`src/rtl/rr_stream_mux_pkg.sv`:
```
// Shared defaults and FSM encoding for the round-robin stream multiplexer.
package rr_stream_mux_pkg;

    localparam int DAT_WIDTH_DEF = 16;
    localparam int SEL_WIDTH_DEF = 3;

    typedef enum logic {
        ST_IDLE   = 1'b0,
        ST_LOCKED = 1'b1
    } mux_state_t;

endpackage

```
`src/rtl/rr_stream_mux_rr_arbiter.sv`:
```
// Rotating-priority search: picks the first requester after i_rr_ptr,
// wrapping modulo NUM_WORDS, so the last-served lane has lowest priority.
module rr_arbiter
    import rr_stream_mux_pkg::*;
#(
    parameter  int SEL_WIDTH = SEL_WIDTH_DEF,
    localparam int NUM_WORDS = 1 << SEL_WIDTH
) (
    input  logic [NUM_WORDS-1:0] i_req,
    input  logic [SEL_WIDTH-1:0] i_rr_ptr,
    output logic [SEL_WIDTH-1:0] o_gnt_idx,
    output logic                 o_gnt_any
);

    logic [SEL_WIDTH-1:0] w_cand [NUM_WORDS];
    logic [NUM_WORDS-1:0] w_rot_req;

    // Candidate gi is rr_ptr+gi+1; truncation to SEL_WIDTH gives the wrap.
    generate
        for (genvar gi = 0; gi < NUM_WORDS; gi++) begin : g_rot
            assign w_cand[gi]    = i_rr_ptr + SEL_WIDTH'(gi + 1);
            assign w_rot_req[gi] = i_req[w_cand[gi]];
        end
    endgenerate

    always_comb begin
        o_gnt_idx = '0;
        for (int k = NUM_WORDS - 1; k >= 0; k--) begin
            if (w_rot_req[k]) begin
                o_gnt_idx = w_cand[k];
            end
        end
    end

    assign o_gnt_any = |i_req;

endmodule

```
`src/rtl/rr_stream_mux.sv`:
```
// Round-robin packet multiplexer: a granted lane keeps the output until its
// last beat is accepted; the chosen beat is registered with its lane index.
module rr_stream_mux
    import rr_stream_mux_pkg::*;
#(
    parameter  int DAT_WIDTH = DAT_WIDTH_DEF,
    parameter  int SEL_WIDTH = SEL_WIDTH_DEF,
    localparam int NUM_WORDS = 1 << SEL_WIDTH,
    localparam int TOTAL_DAT = DAT_WIDTH << SEL_WIDTH
) (
    input  logic                 clk,
    input  logic                 rst_n,
    input  logic [TOTAL_DAT-1:0] din,
    input  logic [NUM_WORDS-1:0] din_valid,
    input  logic [NUM_WORDS-1:0] din_last,
    output logic [NUM_WORDS-1:0] din_ready,
    output logic [DAT_WIDTH-1:0] dout,
    output logic [SEL_WIDTH-1:0] dout_sel,
    output logic                 dout_last,
    output logic                 dout_valid,
    input  logic                 dout_ready
);

    mux_state_t           r_state;
    logic [SEL_WIDTH-1:0] r_rr_ptr;
    logic [SEL_WIDTH-1:0] r_lock_idx;
    logic [DAT_WIDTH-1:0] r_dout;
    logic [SEL_WIDTH-1:0] r_dout_sel;
    logic                 r_dout_last;
    logic                 r_dout_valid;

    logic [SEL_WIDTH-1:0] w_arb_idx;
    logic                 w_arb_any;
    logic [SEL_WIDTH-1:0] w_g;
    logic                 w_grant_active;
    logic                 w_load_en;
    logic                 w_accept;
    logic [DAT_WIDTH-1:0] w_lane [NUM_WORDS];

    rr_arbiter #(
        .SEL_WIDTH (SEL_WIDTH)
    ) u_arb (
        .i_req     (din_valid),
        .i_rr_ptr  (r_rr_ptr),
        .o_gnt_idx (w_arb_idx),
        .o_gnt_any (w_arb_any)
    );

    assign w_load_en      = !r_dout_valid || dout_ready;
    assign w_g            = (r_state == ST_LOCKED) ? r_lock_idx : w_arb_idx;
    assign w_grant_active = (r_state == ST_LOCKED) ? din_valid[r_lock_idx] : w_arb_any;
    assign w_accept       = w_load_en && w_grant_active;

    generate
        for (genvar gi = 0; gi < NUM_WORDS; gi++) begin : g_lane
            assign w_lane[gi]    = din[gi*DAT_WIDTH +: DAT_WIDTH];
            assign din_ready[gi] = w_accept && (w_g == SEL_WIDTH'(gi));
        end
    endgenerate

    always_ff @(posedge clk) begin
        if (!rst_n) begin
            r_state      <= ST_IDLE;
            r_rr_ptr     <= SEL_WIDTH'(NUM_WORDS - 1);
            r_lock_idx   <= '0;
            r_dout       <= '0;
            r_dout_sel   <= '0;
            r_dout_last  <= 1'b0;
            r_dout_valid <= 1'b0;
        end else begin
            if (w_load_en) begin
                r_dout_valid <= w_accept;
            end
            if (w_accept) begin
                r_dout      <= w_lane[w_g];
                r_dout_sel  <= w_g;
                r_dout_last <= din_last[w_g];
                // Pointer only advances at packet boundaries, keeping fairness per packet.
                if (din_last[w_g]) begin
                    r_state  <= ST_IDLE;
                    r_rr_ptr <= w_g;
                end else begin
                    r_state    <= ST_LOCKED;
                    r_lock_idx <= w_g;
                end
            end
        end
    end

    assign dout       = r_dout;
    assign dout_sel   = r_dout_sel;
    assign dout_last  = r_dout_last;
    assign dout_valid = r_dout_valid;

endmodule

```
`config.mk`:
```
export PLATFORM = sky130hd
export DESIGN_NAME = rr_stream_mux
export DESIGN_NICKNAME = d
export VERILOG_FILES = /design/src/rtl/rr_stream_mux_pkg.sv /design/src/rtl/rr_stream_mux_rr_arbiter.sv /design/src/rtl/rr_stream_mux.sv
export SDC_FILE = /design/constraint.sdc
export NUM_CORES = 1
export LEC_CHECK = 0
export BUFFER_PORTS_ARGS = -buffer_cell sky130_fd_sc_hd__buf_4
export CAP_MARGIN = 30
export CORE_AREA = 3 3 100 83
export DETAILED_ROUTE_END_ITERATION = 6
export DIE_AREA = 0 0 103 86
export PLACE_DENSITY = 0.83
export REMOVE_ABC_BUFFERS = 1
export SYNTH_ARGS = -nofsm -noshare
export SYNTH_HDL_FRONTEND = slang
export SYNTH_HIERARCHICAL = 1
export SYNTH_SLANG_ARGS = --single-unit
```
`constraint.sdc`:
```
create_clock -name clk -period 9.25 [get_ports clk]
set_clock_uncertainty 0.2 [all_clocks]
set_input_delay 1.3875 -clock clk [delete_from_list [all_inputs] [get_ports clk]]
set_output_delay 1.3875 -clock clk [all_outputs]
set_load 0.01 [all_outputs]
```
After elaboration in Yosys (flattened, before gate mapping)
Index checks and enable logic that the tools add are counted.

word-level totals
  register bits after elaboration = 28
  bits of input ports = 147
  output and inout bits = 29
  logic and storage cells = 83

operators by class
  add/subtract/negate cells = 7
  $lt $le $gt $ge = 11
  equal/unequal tests = 7
  multiplexer cells = 34
  bitwise gates (word level) = 2
  reductions and logical operators = 15

operators by type and width
  kind                 number
  $bmux 16 s3          1
  $lt 3x4->1 const B   10
  $mux 16              2
  $bmux 1 s3           10
  $mux 3               9
  $add 3x3->3 const B  4
  $eq 3x3->1 const B   4
  $mux 1               12
  $logic_and 1x1->1    9
  $reduce_or 8->1      1
  $add 3x2->3 const B  2
  $eq 3x2->1 const B   2
  $ge 4x4->1 const B   1
  $not 3->4            1
  $reduce_and 2->1     2
  $add 3x1->3 const B  1
  $eq 3x1->1 const B   1
  $logic_not 3->1      1
  $logic_not 1->1      1
  $logic_or 1x1->1     1
  $not 1->1            1

Longest topological paths before layout
Gate-level depths: netlist of run 1.

  depth in word-level cells = 15
  mapped depth = 18
  depth with buffers taken out = 13

Hierarchy
Netlist of run 1, hierarchy kept.

modules (own cells, without submodules)
  module         instances  cells an instance  area each (um2)  seq. area each (um2)
  rr_stream_mux  1          396                2457.4           560.5
  rr_arbiter     1          99                 820.8            0.0

Worst setup path before layout of run 1
Ideal clock, no wire load.

  kind = in2out
  start = in din_valid[1]
  end = out din_ready[0]
  arrival = 3.693 ns
  required time = 7.663 ns
  path slack = 3.969 ns
  cell stages on the path = 9
  buffers on the path = 2
  cells stage by stage = mux4_1 -> mux2_4 -> a221o_1 -> nor2_1 -> a21oi_1 -> mux2_4 -> buf_6 -> clkbuf_1 -> nor3_1

between the ends
  longest elaborated chain between the ends = 13
  elaborated cells between the ends (all ways) = 32
  classes of those cells = mux: 28; reduce/logical: 4

ends and longest elaborated chain
  what                          RTL line                        RTL
  start: declaration            rr_stream_mux.sv:14             input logic [NUM_WORDS-1:0] din_valid,
  $bmux 1 s3                    rr_stream_mux_rr_arbiter.sv:22  assign w_rot_req[gi] = i_req[w_cand[gi]];
  $mux 1 (implied by the code)  rr_stream_mux_rr_arbiter.sv:22
  $mux 3 (7 in a row)           rr_stream_mux_rr_arbiter.sv:29  if (w_rot_req[k]) begin
  $mux 3 (*)                    rr_stream_mux_rr_arbiter.sv:29
  net w_arb_idx[1]              rr_stream_mux.sv:32             logic [SEL_WIDTH-1:0] w_arb_idx;
  $mux 3 (*)                    rr_stream_mux.sv:50             assign w_g = (r_state == ST_LOCKED) ? r_lock_idx : w_arb_idx;
  $logic_not 3->1 (*)           rr_stream_mux.sv:57             assign din_ready[gi] = w_accept && (w_g == SEL_WIDTH'(gi));
  $logic_and 1x1->1 (*)         rr_stream_mux.sv:57
  end: declaration              rr_stream_mux.sv:16             output logic [NUM_WORDS-1:0] din_ready,

Mark *: on every way through the listed nets, which the timed path passes. The rest lies on a longest branch. The select of a mux whose other input is x is not followed.

Worst setup path in the final report of run 1
  start = reg r_rr_ptr[1]
  end = out din_ready[1]

between the ends
  longest elaborated chain between the ends = 13
  elaborated cells between the ends (all ways) = 34
  classes of those cells = add/sub: 7; eq/ne: 1; mux: 25; reduce/logical: 1

ends and longest elaborated chain
  what                                                           RTL line                                                        RTL
  start: declaration                                             rr_stream_mux.sv:25                                             logic [SEL_WIDTH-1:0] r_rr_ptr;
  start signal: assignment                                       rr_stream_mux.sv:64                                             r_rr_ptr <= SEL_WIDTH'(NUM_WORDS - 1);
  start signal: assignment                                       rr_stream_mux.sv:81                                             r_rr_ptr <= w_g;
  $add 3x3->3 / $bmux 1 s3 (equally long branches)               rr_stream_mux_rr_arbiter.sv:21, rr_stream_mux_rr_arbiter.sv:22
  $bmux 1 s3 / $mux 1 (equally long branches)                    rr_stream_mux_rr_arbiter.sv:22
  $mux 1 (implied by the code) / $mux 3 (equally long branches)  rr_stream_mux_rr_arbiter.sv:22, rr_stream_mux_rr_arbiter.sv:29
  $mux 3 (6 in a row)                                            rr_stream_mux_rr_arbiter.sv:29
  $mux 3 (*)                                                     rr_stream_mux_rr_arbiter.sv:29
  net w_arb_idx[1]                                               rr_stream_mux.sv:32
  $mux 3 (*)                                                     rr_stream_mux.sv:50
  $eq 3x1->1 (*)                                                 rr_stream_mux.sv:57
  $logic_and 1x1->1 (*)                                          rr_stream_mux.sv:57

Marked as above.

==> impl_results.md, run 1 <==
* Layout cell share with drive strength beyond 1 at 32.2%
* Dpl hpwl at 9170 um
* Critical hold path startpoint: dout_sel[2]
* Worst Path Max Fanout at 71
* I/O Pins at 176
* Synth warn at 6
* Via/cell ratio at 5.84
* MaxCap Viol Count at 0
* Vias at 4,242
* Synth unique cells at 58
* Crit Reg-Reg Startpoint: r_rr_ptr[1]
* First drt pass iteration count at 5
* Layout fillers at 680
* Number of flops mapped to enable cells by yosys at 0
* Area of the core at 7360 sq um
* Htree depth at 1
* Power Total at 1.81 mW
* Leak at 2.16 nW
* Tot GR Track Use at 25.5%
* Floorplan row count at 28
* Final hold vios at 0
* Most numerous cell in the Yosys netlist: nand2_1
* Antenna-violating nets left at 0
* Largest net degree at the start of global routing at 72
* Outcome: finished, final reports clean
* Slew Viols, Final at 0
* Die H at 86 um
* PwrDens at 393 nW/um^2
* VDD IR max at 252 uV
* Crit path kind: reg2out
* Dominant cells by area after synthesis: dfxtp_1 (17%), nand2_1 (16%), nand3_1 (15%)
* Register area at 561 sq um
* Mapped Area at 3280 sq um
* Register bit total from synthesis at 28
* Final period util at 71.8%
* Worst-Skew Late Latency at 280 ps
* Register area share after synthesis at 17.1%
* Critical path launch point type: flip-flop
* CTS tree: done
* Number of gates resized after CTS at 0
* Worst flop-to-flop path endpoint: r_rr_ptr[2]
* Routed WL at 12,000 um
* Area delta synth->final at 40.4%
* Pre-CTS WS at 2990 ps
* Worst Path Required at 7660 ps
* Fin crit period at 6650 ps
* IO buf count at 175
* Design Area, Final at 4600 sq um
* Worst-path clk slew at 100 ps
* Sum Neg Setup Slack at 0 ps
* DRT iter0 DRCs at 322
* Drt wl/cell at 16.5 um
* R2R setup slack at 3490 ps
* Num CTS Buffers at 3
* WL met2 at 5770 um
* Worst hold endpoint: dout_sel[2]
* Post-Route M1 WL at 4820 um
* Crit end category: output port
* Top post-synthesis cells by count: nand2_1 (142), nand3_1 (99), dfxtp_1 (28)
* Final setup violation count at 0
* Area of the multi-input gates at 2510 sq um
* Nets@finish at 786
* Final GP Congestion at 0.875
* Async SR Flop Fraction at 0%
* Total die area at 8860 sq um
* Hold crit path type: reg2reg
* Slew margin rel. at 46.9%
* Total gr overflow at 0
* Unrepaired setup endpoints after global routing: false
* Avg Synthesized Cell Area at 6.62 sq um
* Final worst slack at 2600 ps
* CTS max path bufs at 2
* Placed inst area at 4550 sq um
* Hold Buf Count CTS at 0
* Via count of the first global-routing pass at 3,829
* Ys flop type: dfxtp_1
* Setup Fix Bufs, Post-CTS at 0
* Starting Density at 44.6%
* Hold path cells at 1
* Synth top area share at 17.1%
* Fmax at 150 MHz
* Met3 WL at 1080 um
* Cells after Synth at 495
* Cell taking the most area after synthesis: dfxtp_1
* Ant. Diodes at 0
* Slew @ Worst Pin at 796 ps
* Die Wd at 103 um
* First-pass GRT wire length at 18,300 um
* Worst EP arrival at 5060 ps
* Uppermost layer routed: met4
* R2R cell count at 13
* Clk root buf: clkbuf_8
* Antenna violations before repair at 0
* # DRC at 0
* Clk sinks at 28
-- registers in the layout (all words and copies together) (netlist names) --
name        cells
dout_valid      1
r_rr_ptr        3
dout_sel        3
r_state         1
r_lock_idx      3
dout_last       1
dout           16
-- critical path: stages (launching register included) --
cell      delay [ps]
dfxtp_1          790
inv_1            290
ha_1             690
mux4_2           640
mux2_2           340
nand2b_1         180
o21ai_0          220
nor2_1            90
a21oi_1          510
mux2_4           730
nor3_1           120
buf_4            180
-- layer usage --
layer / global-route usage [%] / vias to the layer above
li1: - / 2059
met1: 32.6 / 1938
met2: 42.3 / 219
met3: 5.69 / 26
met4: 8.59 / 0
met5: 0 / -
-- power breakdown --
part / switching, mW / leakage (nW) / internal, mW
Clock: 0.0392 / 0.0288 / 0.0382
Combinational: 0.925 / 1.90 / 0.582
Sequential: 0.0554 / 0.233 / 0.170
Total: 1.02 / 2.16 / 0.791
-- how the worst max path moves through the flow --
stage	from	endpoint	slack, ps	cells after the start
4_1_cts	r_rr_ptr[1]	din_ready[1]	2680	11
6_report	r_rr_ptr[1]	din_ready[1]	2600	11
3_5_place_dp	r_rr_ptr[1]	din_ready[1]	2990	11
3_3_place_gp	r_rr_ptr[1]	din_ready[0]	3220	11
2_1_floorplan	din_valid[1]	dout[0]	3340	10
5_1_grt	r_rr_ptr[1]	din_ready[1]	2290	11
-- layout make-up --
| class | count | area share, % |
|---|---|---|
| Clock buffer | 4 | 1.20 |
| Inverter | 7 | 0.571 |
| Multi-Input combinational cell | 419 | 54.6 |
| Sequential cell | 28 | 12.2 |
| Tap cell | 90 | 2.45 |
| Timing Repair Buffer | 178 | 29.0 |
-- cells in the final DEF, fill, tap and decap left out, types with 2 or more instances in the layout --
master / Yosys / layout
o31ai_1: 2 / 2
and2_1: 2 / 2
mux4_2: 5 / 5
xor2_1: 2 / 2
nand2_1: 142 / 142
o211a_1: 2 / 2
a21oi_1: 8 / 8
ha_1: 2 / 2
a221oi_1: 6 / 6
a31oi_1: 17 / 17
mux2i_1: 14 / 13
nand2b_1: 9 / 9
a221o_1: 4 / 4
a211oi_1: 5 / 5
o22ai_1: 3 / 3
nor4_1: 2 / 2
nand3_1: 99 / 99
nor4bb_1: 2 / 2
or3_1: 2 / 2
mux4_1: 4 / 4
nand3b_1: 2 / 2
mux2i_4: 0 / 2
nor2b_1: 2 / 2
nor2_1: 22 / 22
o21ai_1: 2 / 2
mux2_2: 6 / 6
nor3_1: 8 / 8
mux2_4: 3 / 3
clkbuf_8: 0 / 4
dfxtp_1: 28 / 28
buf_4: 4 / 178
inv_1: 6 / 6
o21ai_0: 19 / 19
-- kinds of logic (layout without fill, tap and decap cells) --
kind of cell,Yosys count,count (layout),synth area share [%]
AO/OA/AOI/OAI,83,83,18.7
XOR/XNOR,3,3,0.802
adder cells (fa/ha/maj),2,2,0.763
buffers and inverters,48,189,6.91
flip-flops,28,28,17.1
multiplexers,34,34,15.1
AND/OR/NAND/NOR,297,297,40.6
-- metrics by stage --
| step | hold slack [ps] | instances | utilization [%] |
|---|---|---|---|
| final | 311 | 726 | 62.6 |
| after global placement | 282 | 722 | 61.8 |
| after global routing | 342 | 726 | 62.6 |
| after CTS | 314 | 726 | 62.6 |
| after detailed placement | 292 | 722 | 61.8 |
| after floorplan | 320 | 454 | - |
(Power assumes the default switching activity.)
==> inputs of run 2 (changes only) <==
--- a/config.mk
+++ b/config.mk
@@ -5,12 +5,13 @@
 export SDC_FILE = /design/constraint.sdc
 export NUM_CORES = 1
 export LEC_CHECK = 0
+export ABC_AREA = 1
 export BUFFER_PORTS_ARGS = -buffer_cell sky130_fd_sc_hd__buf_4
 export CAP_MARGIN = 30
-export CORE_AREA = 3 3 100 83
+export CORE_AREA = 3 3 105 87
 export DETAILED_ROUTE_END_ITERATION = 6
-export DIE_AREA = 0 0 103 86
-export PLACE_DENSITY = 0.83
+export DIE_AREA = 0 0 108 90
+export PLACE_DENSITY = 0.82
 export REMOVE_ABC_BUFFERS = 1
 export SYNTH_ARGS = -nofsm -noshare
 export SYNTH_HDL_FRONTEND = slang
==> constraint.sdc (replaced) <==
create_clock -name clk -period 5.7 [get_ports clk]
set_clock_uncertainty 0.2 [all_clocks]
set_input_delay 0.855 -clock clk [delete_from_list [all_inputs] [get_ports clk]]
set_output_delay 0.855 -clock clk [all_outputs]
set_load 0.01 [all_outputs]
==> run 2 against run 1 <==
Compared with the run above: via count grew 5.9%; final cell count increased by 23%; critical path type unchanged; flip-flop and latch count unchanged; synthesized cell count grew 29%; non-clock buffer count increased by 2; die area is 9.7% higher; largest cell class unchanged; register-to-register slack worse by 2000 ps.
==> impl_results.md, run 2 <==
* Floorplan row count at 29
* Fin crit period at 4850 ps
* Ant. Diodes at 0
* Mapped Area at 3480 sq um
* Total gr overflow at 0
* Worst Path Max Fanout at 21
* Sum Neg Setup Slack at 0 ps
* Final period util at 85.2%
* Nets@finish at 933
* Most used routing layer in global routing: met2
* Vias at 4,494
* Ys flop type: dfxtp_1
* # DRC at 0
* Final GP Congestion at 0.925
* Slew @ Worst Pin at 713 ps
* Worst-path clk slew at 100 ps
* Area delta synth->final at 36.1%
* Slew Viols, Final at 0
* Crit end category: output port
* Antenna-violating nets left at 0
* Register area share after synthesis at 16.1%
* Via/cell ratio at 5.04
* Routed WL at 12,300 um
* Outcome: finished, final reports clean
* Grt met3 use at 4.73%
* CTS max path bufs at 2
* Most numerous cell in the Yosys netlist: nand2_1
* Largest net degree at the start of global routing at 52
* Worst-Skew Late Latency at 280 ps
* Dominant cells by area after synthesis: nand2_1 (32%), nand3_1 (20%), dfxtp_1 (16%)
* Worst Path Required at 4640 ps
* Async SR Flop Fraction at 0%
* First-pass GRT wire length at 19,700 um
* Cell taking the most area after synthesis: nand2_1
* Most frequent cells in the layout: nand2_1 (297), buf_4 (180), nand3_1 (139)
* Dpl hpwl at 9850 um
* DRT iter0 DRCs at 272
* Unrepaired setup endpoints after global routing: false
* Synth top area share at 32.1%
* Die H at 90 um
* Commonest non-fill, non-tap cell in the layout: nand2_1
* Number of gates resized after CTS at 0
* Tot GR Track Use at 24.6%
* Number of flops mapped to enable cells by yosys at 0
* CTS tree: done
* MaxCap Viol Count at 0
* IO buf count at 175
* Final setup violation count at 0
* Starting Density at 43.4%
* Worst EP arrival at 3800 ps
* I/O Pins at 176
* Final hold vios at 0
* Antenna violations before repair at 0
* Largest register FFs at 16
* Cells after Synth at 638
* Hold crit path type: reg2reg
* Clk root buf: clkbuf_8
* Met1 Usage GRT at 33.7%
* Drt wl/cell at 13.9 um
* Critical path launch point type: flip-flop
* Setup Fix Bufs, Post-CTS at 0
* Crit path kind: reg2out
* Register bit total from synthesis at 28
* Area of the core at 8020 sq um
* Via count of the first global-routing pass at 4,143
* Total die area at 9720 sq um
* Num CTS Buffers at 3
* Layout cell share with drive strength beyond 1 at 30.0%
* Top post-synthesis cells by count: nand2_1 (297), nand3_1 (139), inv_1 (31)
* Clk sinks at 28
* Met2 Usage GRT at 39.8%
* First drt pass iteration count at 5
* Die Wd at 108 um
* Fmax at 206 MHz
* Synth unique cells at 34
* Hold Buf Count CTS at 0
* Slew margin rel. at 52.3%
* Avg Synthesized Cell Area at 5.45 sq um
* Htree depth at 1
* Synth warn at 6
[run 2: cell types whose count changed in the layout (fill, tap and decap cells not counted), moves of 8 or more]
cell and change:
nand2_1 +155, nand2b_1 -9, o21ai_0 -17, nand2_2 +14
nand3_1 +40, nor3_1 -8, nand3_2 +11, mux2i_1 -13
a31oi_1 -17, a21oi_2 +9, a21oi_1 +8, inv_1 +25
[run 2: cell families (layout without fill, tap and decap cells)]
group                      after synthesis  after routing  synth area share [%]
and+or+nand+nor                        493            493                  62.2
buffers and inverters                   78            223                  12.8
AOI/OAI and AO/OA                       32             32                  6.26
DFF                                     28             28                  16.1
xor gates and xnor gates                 5              5                  1.91
adders and majority gates                2              2                 0.719
[run 2: critical path, stage by stage, from the launching register on]
cell	delay, ps
dfxtp_1	660
inv_8	90
ha_1	450
inv_2	170
nand3_1	130
nand3_2	120
nand2_1	60
inv_1	50
nand2_1	50
nand2_1	50
nand2_1	40
nand2_1	50
nand2_1	50
nand2_1	70
a21boi_2	50
nand2_1	60
nand2_1	40
buf_4	210
inv_1	520
nand2_1	260
nor2_1	180
buf_4	140
[run 2: stage by stage]
step	setup WS, ps	std cells	hold slack [ps]	utilization [%]	area (sq um)
4_1_cts	867	891	273	59.0	4730
6_report	845	891	272	59.0	4730
5_1_grt	489	891	292	59.0	4730
3_5_place_dp	1190	887	258	58.4	4680
3_3_place_gp	1320	887	253	58.4	4680
2_1_floorplan	1230	599	263	-	3190
[run 2: layout make-up]
class	instances	area, sq um
clock buffers	4	55.1
fillers	796	3280
inverters	39	159
multi-input cells	532	2470
flip-flops and latches	28	561
well taps	108	135
repair buffers	180	1350
[run 2: worst paths after layout]
path	startpoint	slack [ps]	cells after the start	to
worst max-delay path	r_rr_ptr[0]	850	21	din_ready[2]
worst max register to register	r_rr_ptr[0]	1470	24	dout[0]
worst min-delay path	dout_sel[1]	270	2	dout_sel[1]
worst min register to register	dout_sel[1]	270	2	dout_sel[1]
[run 2: routing by layer]
layer / routed length, um / vias up / part of all wire, %
met5: 0 / - / 0
met4: 216 / 0 / 1.8
met3: 1000 / 12 / 8.1
met2: 5730 / 169 / 46
met1: 5400 / 1985 / 44
li1: - / 2328 / -
Power of run 2 is not shown: default switching activity piles up to over one toggle a cycle in this logic, so the estimate is an artifact.
